### src/rtl/mem_access_seq.sv
// Multicycle load/store sequencer: word-aligned memory port, read-modify-write for sub-word stores.
// Optional MEMSEQ_ALIGN_EXC_EN: misaligned/illegal requests respond with rsp_err instead of being aligned.
module mem_access_seq #(
    parameter int MEM_LATENCY = 1
) (
    input  logic        clk,
    input  logic        reset,
    input  logic        req_valid,
    output logic        req_ready,
    input  logic        req_write,
    input  logic [1:0]  req_size,
    input  logic        req_signed,
    input  logic [31:0] req_addr,
    input  logic [31:0] req_wdata,
    output logic        rsp_valid,
    output logic [31:0] rsp_rdata,
    output logic        rsp_err,
    output logic [31:0] mem_addr,
    output logic        mem_wr,
    output logic [31:0] mem_wdata,
    input  logic [31:0] mem_rdata
);
    typedef enum logic [1:0] {IDLE, RD_WAIT, WRITE, RESP} state_t;

    state_t      state_q, state_d;
    logic [2:0]  cnt_q, cnt_d;
    logic [31:0] rdata_q, rdata_d;
    logic [31:0] addr_q, addr_d, wdata_q, wdata_d, rword_q, rword_d;
    logic [1:0]  size_q, size_d;
    logic        write_q, write_d, signed_q, signed_d;
    logic [1:0]  size_n;
    logic [31:0] addr_n;
    logic        bad;
`ifdef MEMSEQ_ALIGN_EXC_EN
    logic        err_q, err_d;
`endif

    function automatic logic [31:0] extract(input logic [31:0] w, input logic [1:0] sz,
                                            input logic [1:0] a, input logic sgn);
        logic [31:0] sh;
        logic [31:0] r;
        sh = w >> {a, 3'b000};
        case (sz)
            2'b10:   r = {{24{sgn & sh[7]}}, sh[7:0]};
            2'b01:   r = {{16{sgn & sh[15]}}, sh[15:0]};
            default: r = w;
        endcase
        return r;
    endfunction

    function automatic logic [31:0] merge(input logic [31:0] w, input logic [31:0] wd,
                                          input logic [1:0] sz, input logic [1:0] a);
        logic [4:0]  s;
        logic [31:0] m;
        s = {a, 3'b000};
        m = (sz == 2'b10) ? (32'h0000_00FF << s) : (32'h0000_FFFF << s);
        return (w & ~m) | ((wd << s) & m);
    endfunction

    // Request normalisation: either flag the access as bad or silently align it.
    always_comb begin
        size_n = req_size;
        addr_n = req_addr;
`ifdef MEMSEQ_ALIGN_EXC_EN
        bad = (req_size == 2'b11) ||
              (req_size == 2'b00 && req_addr[1:0] != 2'b00) ||
              (req_size == 2'b01 && req_addr[0]);
`else
        bad = 1'b0;
        if (req_size == 2'b11) size_n = 2'b00;
        if (size_n == 2'b01) addr_n[0] = 1'b0;
`endif
    end

    always_comb begin
        state_d  = state_q;
        cnt_d    = cnt_q;
        rdata_d  = rdata_q;
        addr_d   = addr_q;
        wdata_d  = wdata_q;
        rword_d  = rword_q;
        size_d   = size_q;
        write_d  = write_q;
        signed_d = signed_q;
`ifdef MEMSEQ_ALIGN_EXC_EN
        err_d    = err_q;
`endif
        case (state_q)
            IDLE: begin
                if (req_valid) begin
                    addr_d   = addr_n;
                    wdata_d  = req_wdata;
                    size_d   = size_n;
                    write_d  = req_write;
                    signed_d = req_signed;
                    cnt_d    = 3'(MEM_LATENCY);
`ifdef MEMSEQ_ALIGN_EXC_EN
                    err_d    = bad;
`endif
                    if (bad)                                 state_d = RESP;
                    else if (req_write && size_n == 2'b00)   state_d = WRITE;
                    else                                     state_d = RD_WAIT;
                end
            end
            RD_WAIT: begin
                if (cnt_q <= 3'd1) begin
                    rword_d = mem_rdata;
                    if (write_q) begin
                        state_d = WRITE;
                    end else begin
                        rdata_d = extract(mem_rdata, size_q, addr_q[1:0], signed_q);
                        state_d = RESP;
                    end
                end else begin
                    cnt_d = cnt_q - 3'd1;
                end
            end
            WRITE:   state_d = RESP;
            default: state_d = IDLE;
        endcase
    end

    always_ff @(posedge clk) begin
        if (reset) begin
            state_q <= IDLE;
            cnt_q   <= 3'd0;
            rdata_q <= 32'd0;
        end else begin
            state_q <= state_d;
            cnt_q   <= cnt_d;
            rdata_q <= rdata_d;
        end
    end

    always_ff @(posedge clk) begin
        addr_q   <= addr_d;
        wdata_q  <= wdata_d;
        rword_q  <= rword_d;
        size_q   <= size_d;
        write_q  <= write_d;
        signed_q <= signed_d;
`ifdef MEMSEQ_ALIGN_EXC_EN
        err_q    <= err_d;
`endif
    end

    // Outputs are decoded from state; reset gates the handshakes and the write strobe.
    always_comb begin
        req_ready = (state_q == IDLE) && !reset;
        rsp_valid = (state_q == RESP) && !reset;
        rsp_rdata = rdata_q;
        mem_wr    = (state_q == WRITE) && !reset;
        mem_addr  = 32'd0;
        mem_wdata = 32'd0;
        if (state_q == RD_WAIT || state_q == WRITE) mem_addr = {addr_q[31:2], 2'b00};
        if (state_q == WRITE)
            mem_wdata = (size_q == 2'b00) ? wdata_q : merge(rword_q, wdata_q, size_q, addr_q[1:0]);
`ifdef MEMSEQ_ALIGN_EXC_EN
        rsp_err = rsp_valid && err_q;
`else
        rsp_err = 1'b0;
`endif
    end
endmodule

### config.mk
export PLATFORM = sky130hd
export DESIGN_NAME = mem_access_seq
export DESIGN_NICKNAME = d
export VERILOG_FILES = /design/src/rtl/mem_access_seq.sv
export SDC_FILE = /design/constraint.sdc
export NUM_CORES = 1
export LEC_CHECK = 0
export CAP_MARGIN = 0
export CORE_ASPECT_RATIO = 2
export CORE_UTILIZATION = 40
export DETAILED_ROUTE_END_ITERATION = 8
export DONT_BUFFER_PORTS = 1
export GPL_TIMING_DRIVEN = 0
export SLEW_MARGIN = 20
export SYNTH_ARGS = -nofsm -noshare
export SYNTH_HDL_FRONTEND = slang
export SYNTH_SLANG_ARGS = --single-unit
export TNS_END_PERCENT = 30
### constraint.sdc
create_clock -name clk -period 6.9 [get_ports clk]
set_input_delay 0.69 -clock clk [delete_from_list [all_inputs] [get_ports clk]]
set_output_delay 0.69 -clock clk [all_outputs]
set_load 0.02 [all_outputs]
==> results_dict.tcl <==
set metrics [dict create \
    ir_drop_mv 0.221 \
    parity_gate_share_of_the_synthesized_area_counting_xor_and_xnor_cells 0 \
    synth_top_cells_by_area "edfxtp_1 (44%), dfxtp_1 (11%), nand2_1 (3.6%)" \
    number_of_antenna_cells_inserted 0 \
    most_used_standard_cell_by_instance_count_after_synthesis "edfxtp_1" \
    synthToLayoutAreaGrowth_pct 13.5 \
    fin_hold_ws_ns 0.362 \
    coreArea_sq_um 16700 \
    dieHeight_um 186 \
    cts-buffers-inserted 17 \
    grt.met3_usage 0.0750 \
    final_max_slew_viol_count 0 \
    timing.slew.headroom 0.478 \
    hp-class "input port to flop" \
    cap_violations 0 \
    netlist.area_leader.share 0.442 \
    final_layout_size_suffix_gt1_frac 0.128 \
    period_needed_ns 3.41 \
    clock_insertion_delay_worst_skew_ns 0.42 \
    cts_htree_levels 4 \
    busiest_layer "met2" \
    number_of_i_o_pins 203 \
    crit_fanout 6 \
    timing.critical_path.slowest_cell_delay_ns 0.49 \
    detailedPlacementHpwl_mm 16.4 \
    synthArstFlopShare 0 \
    ctsRootBufferMaster "clkbuf_16" \
    critPathCaptureType "output port" \
    hold_violations 0 \
    multiInputGateArea_sq_um 2630 \
    synth_largest_area_cell "edfxtp_1" \
    synth_enable_flop_cells 100 \
    drt.antenna.violating_nets 0 \
    cts_tree "done" \
    grtUsageMet2 0.443 \
    grtUsageMet1 0.188 \
    setup_violations 0 \
    synth_compound_gate_area_share 0.188 \
    io_buffers 0 \
    ys_seq_area_frac 0.551 \
    drc_violation_count_after_routing 0 \
    grt_pass1_wl_mm 30.0 \
    synth_top_family_by_area "compound AO/OA/AOI/OAI gates" \
    grt_setup_unrepaired "no" \
    clk_pin_slew_ns 0.06 \
    number_of_global_route_vias_before_repair 5271 \
    dr.first_iter.drc_count 305 \
    cp.arrival_ns 2.72 \
    p_leak_uw 0.00285 \
    post_synth_inst_count 648 \
    fillerInstances 1526 \
    fin_nets 788 \
    setup_total_negative_slack_ns 0 \
    antenna_found_initial 0 \
    postSynth.topFlopCell "edfxtp_1" \
    fin_crit_sh 0.493 \
    die_area_sq_um 17600 \
    synth_adder_area_share 0.0221 \
    max_clock_freq_mhz 294 \
    synth_seq_cells 137 \
    synth.mux.area_fraction 0.0339 \
    global_route.usage.total 0.238 \
    grt_start_max_net_pins 40 \
    cts-resized-gates 0 \
    register_area_sq_um 3740 \
    ordered_list_of_cells_on_the_worst_path "inv_1 -> ha_1 -> nand2b_1 -> clkbuf_1 -> mux2i_1 -> nand3b_1 -> a31oi_1" \
    synth.cell_area_sq_um 6800 \
    post_synth_cell_types 48 \
    num_vias 5008 \
    cts_hold_buf 0 \
    floorplan.initialDensity 0.408 \
    drt-vias-per-instance 5.61 \
    finalWirelength_mm 20.5 \
    floorplan.die.width_um 94.2 \
    crit_required_ns 6.21 \
    syn-mean-instance-area_sq_um 10.5 \
    overflow 0 \
    clock_skew_ns 0.00623 \
    maximum_root_to_sink_buffer_count 2 \
    detail_route.wl_per_cell_um 22.9 \
    cts_setup_buffers 0 \
    worst_pin_slew_ns 0.783 \
    dr.pass1.iters 5 \
    synth_simple_gate_area_frac 0.140 \
    p_per_area_nw_per_um2 444 \
    synthTopCellsByCount "edfxtp_1 (100), nand2_1 (65), a21oi_1 (45)" \
    critical_path.slowest_cell "a31oi_1" \
    synth.yosys.warnings 0 \
    critical_setup_path_kind "flop to output port" \
    worst_setup_start_kind "flop" \
    row_count 67 \
    numClockSinks 137 \
    routabilityCongestion 0.916 \
    run_status "finished clean" \
]
[where the power goes]
group          total (uW)  switching, uW  internal, uW
logic                1190            840           348
registers            1310            177          1130
clock network         923            354           569
total                3420           1370          2050
[placed cells by master, fill, tap and decap left out, types with 7 or more instances in the layout]
| cell | instances |
|---|---|
| nand3b_1 | 11 |
| nand2b_1 | 10 |
| nor2_1 | 36 |
| clkbuf_16 | 17 |
| clkbuf_1 | 25 |
| a21oi_2 | 16 |
| o21bai_1 | 7 |
| ha_1 | 12 |
| inv_1 | 43 |
| o211a_1 | 7 |
| and2_1 | 33 |
| o31ai_1 | 8 |
| edfxtp_1 | 100 |
| buf_2 | 14 |
| nand3_1 | 7 |
| a21oi_1 | 45 |
| buf_4 | 9 |
| o31a_1 | 7 |
| nand2_1 | 65 |
| a221oi_1 | 9 |
| dfxtp_1 | 37 |
| o21ai_1 | 18 |
| o21ai_0 | 34 |
| o211ai_1 | 8 |
| mux2i_1 | 23 |
| a211o_1 | 9 |
| nor2b_1 | 22 |
[worst max-delay path, delay by kind of cell, from the launching register on]
family                   cells  cell delay, ns
buffers and inverters        2            0.55
AO/OA/AOI/OAI                1            0.49
flip-flops                   1            0.40
AND/OR/NAND/NOR              2            0.35
multiplexers                 1            0.29
adder cells (fa/ha/maj)      1            0.22
[path summary, 6_finish.rpt]
check | start | to | slack (ns) | cells past startpoint
worst max-delay path | size_q[0] | mem_wdata[17] | 3.49 | 7
worst min-delay path | req_wdata[6] | wdata_q[6] | 0.36 | 0
worst max register to register | size_q[0] | rsp_rdata[9] | 4.55 | 6
worst min register to register | state_q[0] | state_q[0] | 0.52 | 2
[stage by stage]
stage	util	setup WS [ns]	std cells	total power, uW	instance area, sq um
2_1_floorplan	-	3.38	650	2180	6810
3_3_place_gp	0.424	2.39	857	2480	7070
3_5_place_dp	0.427	3.95	861	2520	7120
6_report	0.463	3.49	893	3420	7720
4_1_cts	0.463	3.48	893	3450	7720
5_1_grt	0.463	3.32	893	3600	7720
[kinds of logic (layout without fill, tap and decap cells)]
group	after synthesis	in the layout
mux	23	23
other cells	1	3
flops	137	137
compound gates	189	189
simple gates	190	190
fa+ha+maj	12	12
buf+inv	96	132
[sequential cells by signal, summed over array words and instances (netlist names)]
| signal | cells |
|---|---|
| addr_q | 32 |
| rsp_rdata | 32 |
| rword_q | 32 |
| wdata_q | 32 |
| cnt_q | 3 |
| size_q | 2 |
| state_q | 2 |
| signed_q | 1 |
| write_q | 1 |
[metal layers]
metal / wire length (um) / part of all wire / up-vias
met5: 0 / 0 / -
met4: 1750 / 0.086 / 0
met3: 1580 / 0.077 / 71
met2: 11200 / 0.55 / 248
met1: 5910 / 0.29 / 2339
li1: - / - / 2350
[area by class of cell]
cell class                      count  share of cell area
Clock inverter                     14              0.0224
Multi-Input combinational cell    417               0.340
Sequential cell                   137               0.485
Timing Repair Buffer                4             0.00551
Clock buffer                       18              0.0556
Buffer                             51              0.0357
Tap cell                          207              0.0336
Inverter                           45              0.0219
(Power assumes the default switching activity.)
